## config.mk

```make
export PLATFORM = sky130hd
export DESIGN_NAME = fifo_status_ctrl
export DESIGN_NICKNAME = d
export VERILOG_FILES = /design/src/rtl/fifo_status_ctrl.sv
export SDC_FILE = /design/constraint.sdc
export NUM_CORES = 1
export LEC_CHECK = 0
export CAP_MARGIN = 20
export CORE_MARGIN = 8
export CORE_UTILIZATION = 37
export DETAILED_ROUTE_END_ITERATION = 6
export PLACE_DENSITY_LB_ADDON = 0.15
export SLEW_MARGIN = 20
export SYNTH_ARGS = -nofsm -noshare
export SYNTH_HDL_FRONTEND = slang
export SYNTH_SLANG_ARGS = --single-unit
```

## constraint.sdc

```tcl
create_clock -name clk -period 3.06 [get_ports clk]
set_clock_uncertainty 0.2 [all_clocks]
set_input_delay 0.918 -clock clk [delete_from_list [all_inputs] [get_ports clk]]
set_output_delay 0.918 -clock clk [all_outputs]
set_load 0.005 [all_outputs]
```

## src/rtl/fifo_status_ctrl.sv

```systemverilog
// fifo_status_ctrl
// Control and status stage of a synchronous extra-bit FIFO. This block owns the
// write pointer. It qualifies raw requests into enables and derives full/empty
// and fill level from the write pointer and the returned read pointer. It also
// keeps registered almost-full/almost-empty flags and sticky overflow/underflow
// errors.
module fifo_status_ctrl #(
    parameter int ADDRESS_SIZE = 3,
    parameter int AF_LEVEL     = 6,
    parameter int AE_LEVEL     = 2
) (
    input  logic                  clk,
    input  logic                  rst_n,
    input  logic                  wr_req,
    input  logic                  rd_req,
    input  logic                  clr_err,
    input  logic [ADDRESS_SIZE:0] r_ptr,
    output logic [ADDRESS_SIZE:0] w_ptr,
    output logic                  cw_en,
    output logic                  cr_en,
    output logic                  full,
    output logic                  empty,
    output logic [ADDRESS_SIZE:0] fill_level,
    output logic                  almost_full,
    output logic                  almost_empty,
    output logic                  overflow,
    output logic                  underflow
);

    localparam int PW = ADDRESS_SIZE + 1;

    localparam logic [PW-1:0] AF_THRESH = PW'(AF_LEVEL);
    localparam logic [PW-1:0] AE_THRESH = PW'(AE_LEVEL);

    logic [PW-1:0] w_ptr_q, w_ptr_d;
    logic          almost_full_q, almost_full_d;
    logic          almost_empty_q, almost_empty_d;
    logic          overflow_q, overflow_d;
    logic          underflow_q, underflow_d;

    logic          full_s;
    logic          empty_s;
    logic          cw_en_s;
    logic          cr_en_s;
    logic [PW-1:0] fill_s;
    logic [PW-1:0] next_occ_s;

    // Occupancy after this cycle's qualified transfers. It cannot leave
    // 0..depth because the enables are already gated by full/empty.
    function automatic logic [PW-1:0] next_occupancy(
        input logic [PW-1:0] occ,
        input logic          wen,
        input logic          ren
    );
        next_occupancy = occ + {{(PW-1){1'b0}}, wen} - {{(PW-1){1'b0}}, ren};
    endfunction

    // Pointer comparison, fill level and request qualification.
    always_comb begin
        empty_s    = (w_ptr_q == r_ptr);
        full_s     = (w_ptr_q[PW-1] != r_ptr[PW-1]) &&
                     (w_ptr_q[PW-2:0] == r_ptr[PW-2:0]);
        fill_s     = w_ptr_q - r_ptr;
        cw_en_s    = wr_req & ~full_s;
        cr_en_s    = rd_req & ~empty_s;
        next_occ_s = next_occupancy(fill_s, cw_en_s, cr_en_s);
    end

    // Next-state values for the pointer, the almost flags and the sticky errors.
    // For the error flags, a new error event wins over a clear in the same cycle.
    always_comb begin
        w_ptr_d        = w_ptr_q;
        almost_full_d  = (next_occ_s >= AF_THRESH);
        almost_empty_d = (next_occ_s <= AE_THRESH);
        overflow_d     = (wr_req & full_s)  | (overflow_q  & ~clr_err);
        underflow_d    = (rd_req & empty_s) | (underflow_q & ~clr_err);
        if (cw_en_s) begin
            w_ptr_d = w_ptr_q + {{(PW-1){1'b0}}, 1'b1};
        end else begin
            w_ptr_d = w_ptr_q;
        end
    end

    // State registers with a synchronous active-low reset.
    always_ff @(posedge clk) begin
        if (!rst_n) begin
            w_ptr_q        <= {PW{1'b0}};
            almost_full_q  <= 1'b0;
            almost_empty_q <= 1'b1;
            overflow_q     <= 1'b0;
            underflow_q    <= 1'b0;
        end else begin
            w_ptr_q        <= w_ptr_d;
            almost_full_q  <= almost_full_d;
            almost_empty_q <= almost_empty_d;
            overflow_q     <= overflow_d;
            underflow_q    <= underflow_d;
        end
    end

    assign w_ptr        = w_ptr_q;
    assign cw_en        = cw_en_s;
    assign cr_en        = cr_en_s;
    assign full         = full_s;
    assign empty        = empty_s;
    assign fill_level   = fill_s;
    assign almost_full  = almost_full_q;
    assign almost_empty = almost_empty_q;
    assign overflow     = overflow_q;
    assign underflow    = underflow_q;

endmodule

```

Word-level counts from Yosys, hierarchy flattened

Cells that the tools add are included.

Add/subtract/negate cells: 4
$lt $le $gt $ge: 2
Equality and inequality tests: 3
Bitwise operators: 11
Reduce and logical (&&, ||, !) cells: 1

Operator list:

| operator            | count |
|---|---|
| $and 1x1->1         | 6 |
| $add 4x1->4         | 1 |
| $add 4x1->4 const B | 1 |
| $eq 4x4->1          | 1 |
| $ge 4x3->1 const B  | 1 |
| $le 4x2->1 const B  | 1 |
| $sub 4x1->4         | 1 |
| $sub 4x4->4         | 1 |
| $eq 3x3->1          | 1 |
| $not 1->1           | 3 |
| $or 1x1->1          | 2 |
| $logic_and 1x1->1   | 1 |
| $ne 1x1->1          | 1 |

Register bits: 8
Input port bits: 9
Output and inout bits: 16
Logic and storage cells: 26

Depth between registers and ports, before layout

Word-level depth: 7
Depth in mapped cells: 12
Mapped depth without buffers: 12

Worst setup path before layout

Ideal clock, no wire load.

Path type: in2reg
Start point: input port r_ptr[2]
End point: register almost_empty_q (netlist: almost_empty)
Library setup time: 116 ps
Data arrival time: 3056 ps
Required time: 2744 ps
Slack: -312 ps
Cell stages on the path: 12
Path buffers: 0
Path through: inv_1 > ha_1 > nand3_1 > nor2_1 > nor2b_1 > ha_1 > inv_1 > ha_1 > fa_1 > xor2_1 > a21oi_1 > a31o_1

Elaborated cells on any way between the ends: 11
Classes of those cells: 3 x add/sub; 1 x order compare; 2 x eq/ne; 4 x bitwise; 1 x reduce/logical

RTL lines:

| what                 | line | RTL |
|---|---|---|
| start, declared      | 17   | `input logic [ADDRESS_SIZE:0] r_ptr,` |
| $eq 4x4->1           | 60   | `empty_s = (w_ptr_q == r_ptr);` |
| named net empty      | 22   | `output logic empty,` |
| $not 1->1            | 65   | `cr_en_s = rd_req & ~empty_s;` |
| $and 1x1->1          | 65   |  |
| named net cr_en      | 20   | `output logic cr_en,` |
| $sub 4x1->4          | 55   | `next_occupancy = occ + {{(PW-1){1'b0}}, wen} - {{(PW-1){1'b0}}, ren};` |
| $le 4x2->1           | 74   | `almost_empty_d = (next_occ_s <= AE_THRESH);` |
| end signal, assigned | 95   | `almost_empty_q <= almost_empty_d;` |
| end, declared        | 37   | `logic almost_empty_q, almost_empty_d;` |

The timed path passes the listed nets, and every way through them passes these cells.
A chain may end at the register's enable or synchronous reset.

Final worst setup path

Start point: input port r_ptr[0]
End point: register almost_empty_q (netlist: almost_empty)

Longest elaborated chain between the ends: 7
Elaborated cells on any way between the ends: 11
Classes of those cells: 3 x add/sub; 1 x order compare; 2 x eq/ne; 4 x bitwise; 1 x reduce/logical

RTL lines:

| what                                                                | line |
|---|---|
| parallel branches: the longest is 5 deep, another holds $sub 4x4->4 | n/a |
| $sub 4x1->4 (*)                                                     | 55 |
| $le 4x2->1 (*)                                                      | 74 |

Every way passes the cells marked *.

==> out/metrics.cfg <==
[outcome]
outcome = completed

[critical_path]
rrSetupSlack_ns = 0.31
slowest_delay_ns = 0.55
worstPathRequired_ns = 3.01
path_cells = buf_4 -> ha_4 -> inv_2 -> fa_2 -> buf_6 -> inv_1 -> ha_1 -> nand3_2 -> a21o_2 -> a211o_1 -> a31o_1
cp.arrival_ns = 2.95
crit_type = input port to flip-flop
worst_setup_path_end_kind = flip-flop
path_max_fanout = 2
cp_top_family = adder cells
startpoint_type = input port
slowest_stage = fa_2
crit_buf_inv = 4

[routing]
drt_first_pass_iters = 4
ant_nets = 0
viasPerCell = 5.000
wl_per_cell_um = 14.44
first_iter_violations = 5
vias = 675
drc = 0
wl_um = 1949

[pwr]
combPwrFrac_pct = 60.5
sw_frac_of_total_pct = 34.68
seqPwrFrac_pct = 24.0
switching_power_uw = 182.7
p_leak_nw = 0.5238
power.density_mw_per_mm2 = 460.0
intPower_uw = 344.0
pwr-share-clk_pct = 15.5
p_total_uw = 526.6
vdd.ir_drop.worst_mv = 0.2784

[clock_tree]
cts_inserted_buffers = 3
clk_latency_ns = 0.25
max-clock-path-buffers = 2
cts.sinks = 8
cts_tree = built
hold_buffers = 0
path_clk_slew_ns = 0.06
htreeDepth = 1
root_buffer = clkbuf_4

[layout]
synthToLayoutAreaGrowth_pct = 87.50
seq_area_um2 = 160.2
drive_gt1_share_pct = 48.74
fin_nets = 140
fillers = 123
diodes = 0
multi_input_area_um2 = 525.5

[synthesis]
synth.most_common_cell = inv_1
yosysUniqueCellTypes = 22
avgSynthCellArea_um2 = 8.723
ys_top_cells_by_area = dfxtp_1, ha_1, inv_1
synth_top_area_share_pct = 26.23
syn_area_um2 = 610.6
synth_edf_count = 0
async_flop_share_pct = 0
synth_ff_type = dfxtp_1
yosysWarnings = 0
ys_seq_elements = 8
synth_cells = 70
synth_common_cells = inv_1, nor2_1, dfxtp_1, ha_1, a21oi_1
synth_nets = 89
synth_area_leader_cell = dfxtp_1
ys_seq_area_share_pct = 26.23

[global_route]
grt_pass1_wl_um = 3346
grt_pass1_vias = 769
grt_overflow_total = 0
grt_max_degree = 9
antenna_found_initial = 0
grt.total_usage_pct = 12.58

[sta]
slew_violations = 0
period_needed_ns = 3.002
relSlewSlack_pct = 76.69
fmax_ghz = 0.3331
layout_setup_ws_ns = 0.05766
hold_violations = 0
worst_slew_pin_slew_ns = 0.3471
setup_violations = 0
rsz0062_at_grt = yes
fin_crit_sh_pct = 98.12

[worst_hold_path]
hold_path_class = flip-flop to flip-flop

[floorplan]
die_w_um = 56.63
dieHeight_um = 56.63
die-area_mm2 = 0.003206
row_count = 14
core_mm2 = 0.001524
start_util_pct = 40.07
io_pins = 25

[placement]
dp_hpwl_um = 1482
dpl_worst_slack_ns = -0.7734
place_congestion = 0.7239
port_buffers = 24

[run]
drv_cap = 0

## kinds of logic (layout without fill, tap and decap cells)
logic type | after synthesis | after routing | synth area share, %
and+or+nand+nor | 19 | 19 | 15.78
AOI/OAI and AO/OA | 14 | 14 | 15.37
buffers and inverters | 11 | 60 | 6.762
adders and majority gates | 10 | 10 | 22.95
DFF | 8 | 8 | 26.23
xor gates and xnor gates | 7 | 7 | 11.27
muxes | 1 | 1 | 1.639
## state kept, by name (all words and copies together), names as in the netlist
name / count
almost_full: 1
almost_empty: 1
w_ptr: 4
overflow: 1
underflow: 1
## final timing paths
kind / startpoint / end / cells after the start
worst max register to register: w_ptr[0] / almost_empty / 11
worst max-delay path: r_ptr[0] / almost_empty / 11
worst min-delay path: overflow / overflow / 3
worst min register to register: overflow / overflow / 3
## layer usage
| layer | wire (um) | track usage (%) | vias to the layer above |
|---|---|---|---|
| li1 | - | - | 332 |
| met2 | 1021 | 23.51 | 20 |
| met3 | 114 | 3.596 | 4 |
| met4 | 17 | 6.186 | 0 |
| met1 | 795 | 12.05 | 319 |
| met5 | 0 | 0 | - |
## cell usage in the layout (no fill, tap or decap), types with 3 or more instances in the layout
cell type and count:
a21oi_1 3, a21oi_2 3, buf_2 5, buf_4 22
clkbuf_4 3, clkdlybuf4s50_1 12, dfxtp_1 8, dlygate4sd2_1 3
ha_1 3, ha_4 5, inv_1 7, inv_2 4
nor2_1 7, o211ai_1 3, xor2_1 3
## area by class of cell
| class | count | share of cell area (%) |
|---|---|---|
| clock buffers | 3 | 1.967 |
| inverters | 11 | 3.607 |
| repair buffers | 46 | 32.79 |
| well taps | 16 | 1.749 |
| multi-input cells | 51 | 45.90 |
| flip-flops and latches | 8 | 13.99 |
## power groups by stage
stage / logic (mW) / registers (mW) / clock network (mW)
floorplan: 0.156 / 0.130 / 0
global route: 0.355 / 0.129 / 0.0916
finish: 0.319 / 0.126 / 0.0819
detailed placement: 0.290 / 0.129 / 0
global placement: 0.279 / 0.128 / 0
CTS: 0.301 / 0.126 / 0.0851
## metrics by stage
step | setup TNS [ns] | instance area [um^2] | instances | util [%] | hold WS (ns)
2_1_floorplan | -0.04695 | 696.9 | 70 | - | 0.3765
3_3_place_gp | -5.865 | 1062 | 124 | 69.70 | 0.3784
3_5_place_dp | -6.211 | 1062 | 124 | 69.70 | 0.3870
4_1_cts | -0.005829 | 1122 | 133 | 73.65 | 0.4084
6_report | 0 | 1145 | 135 | 75.12 | 0.3969
5_1_grt | -0.02022 | 1145 | 135 | 75.12 | 0.4566
## what timing repair did
item,CTS,global route
buffers inserted,6,2
pin swaps,14,3
resized for setup,43,5
endpoints found under the setup margin,10,5
## worst register-to-register path, stage by stage, from the launching register on
cell and delay [ns]:
dfxtp_1 0.33, inv_1 0.15, ha_4 0.16, inv_2 0.03
fa_2 0.55, buf_6 0.11, inv_1 0.05, ha_1 0.28
nand3_2 0.07, a21o_2 0.23, a211o_1 0.30, a31o_1 0.18
Note: power is estimated with default switching activity, not from simulation.
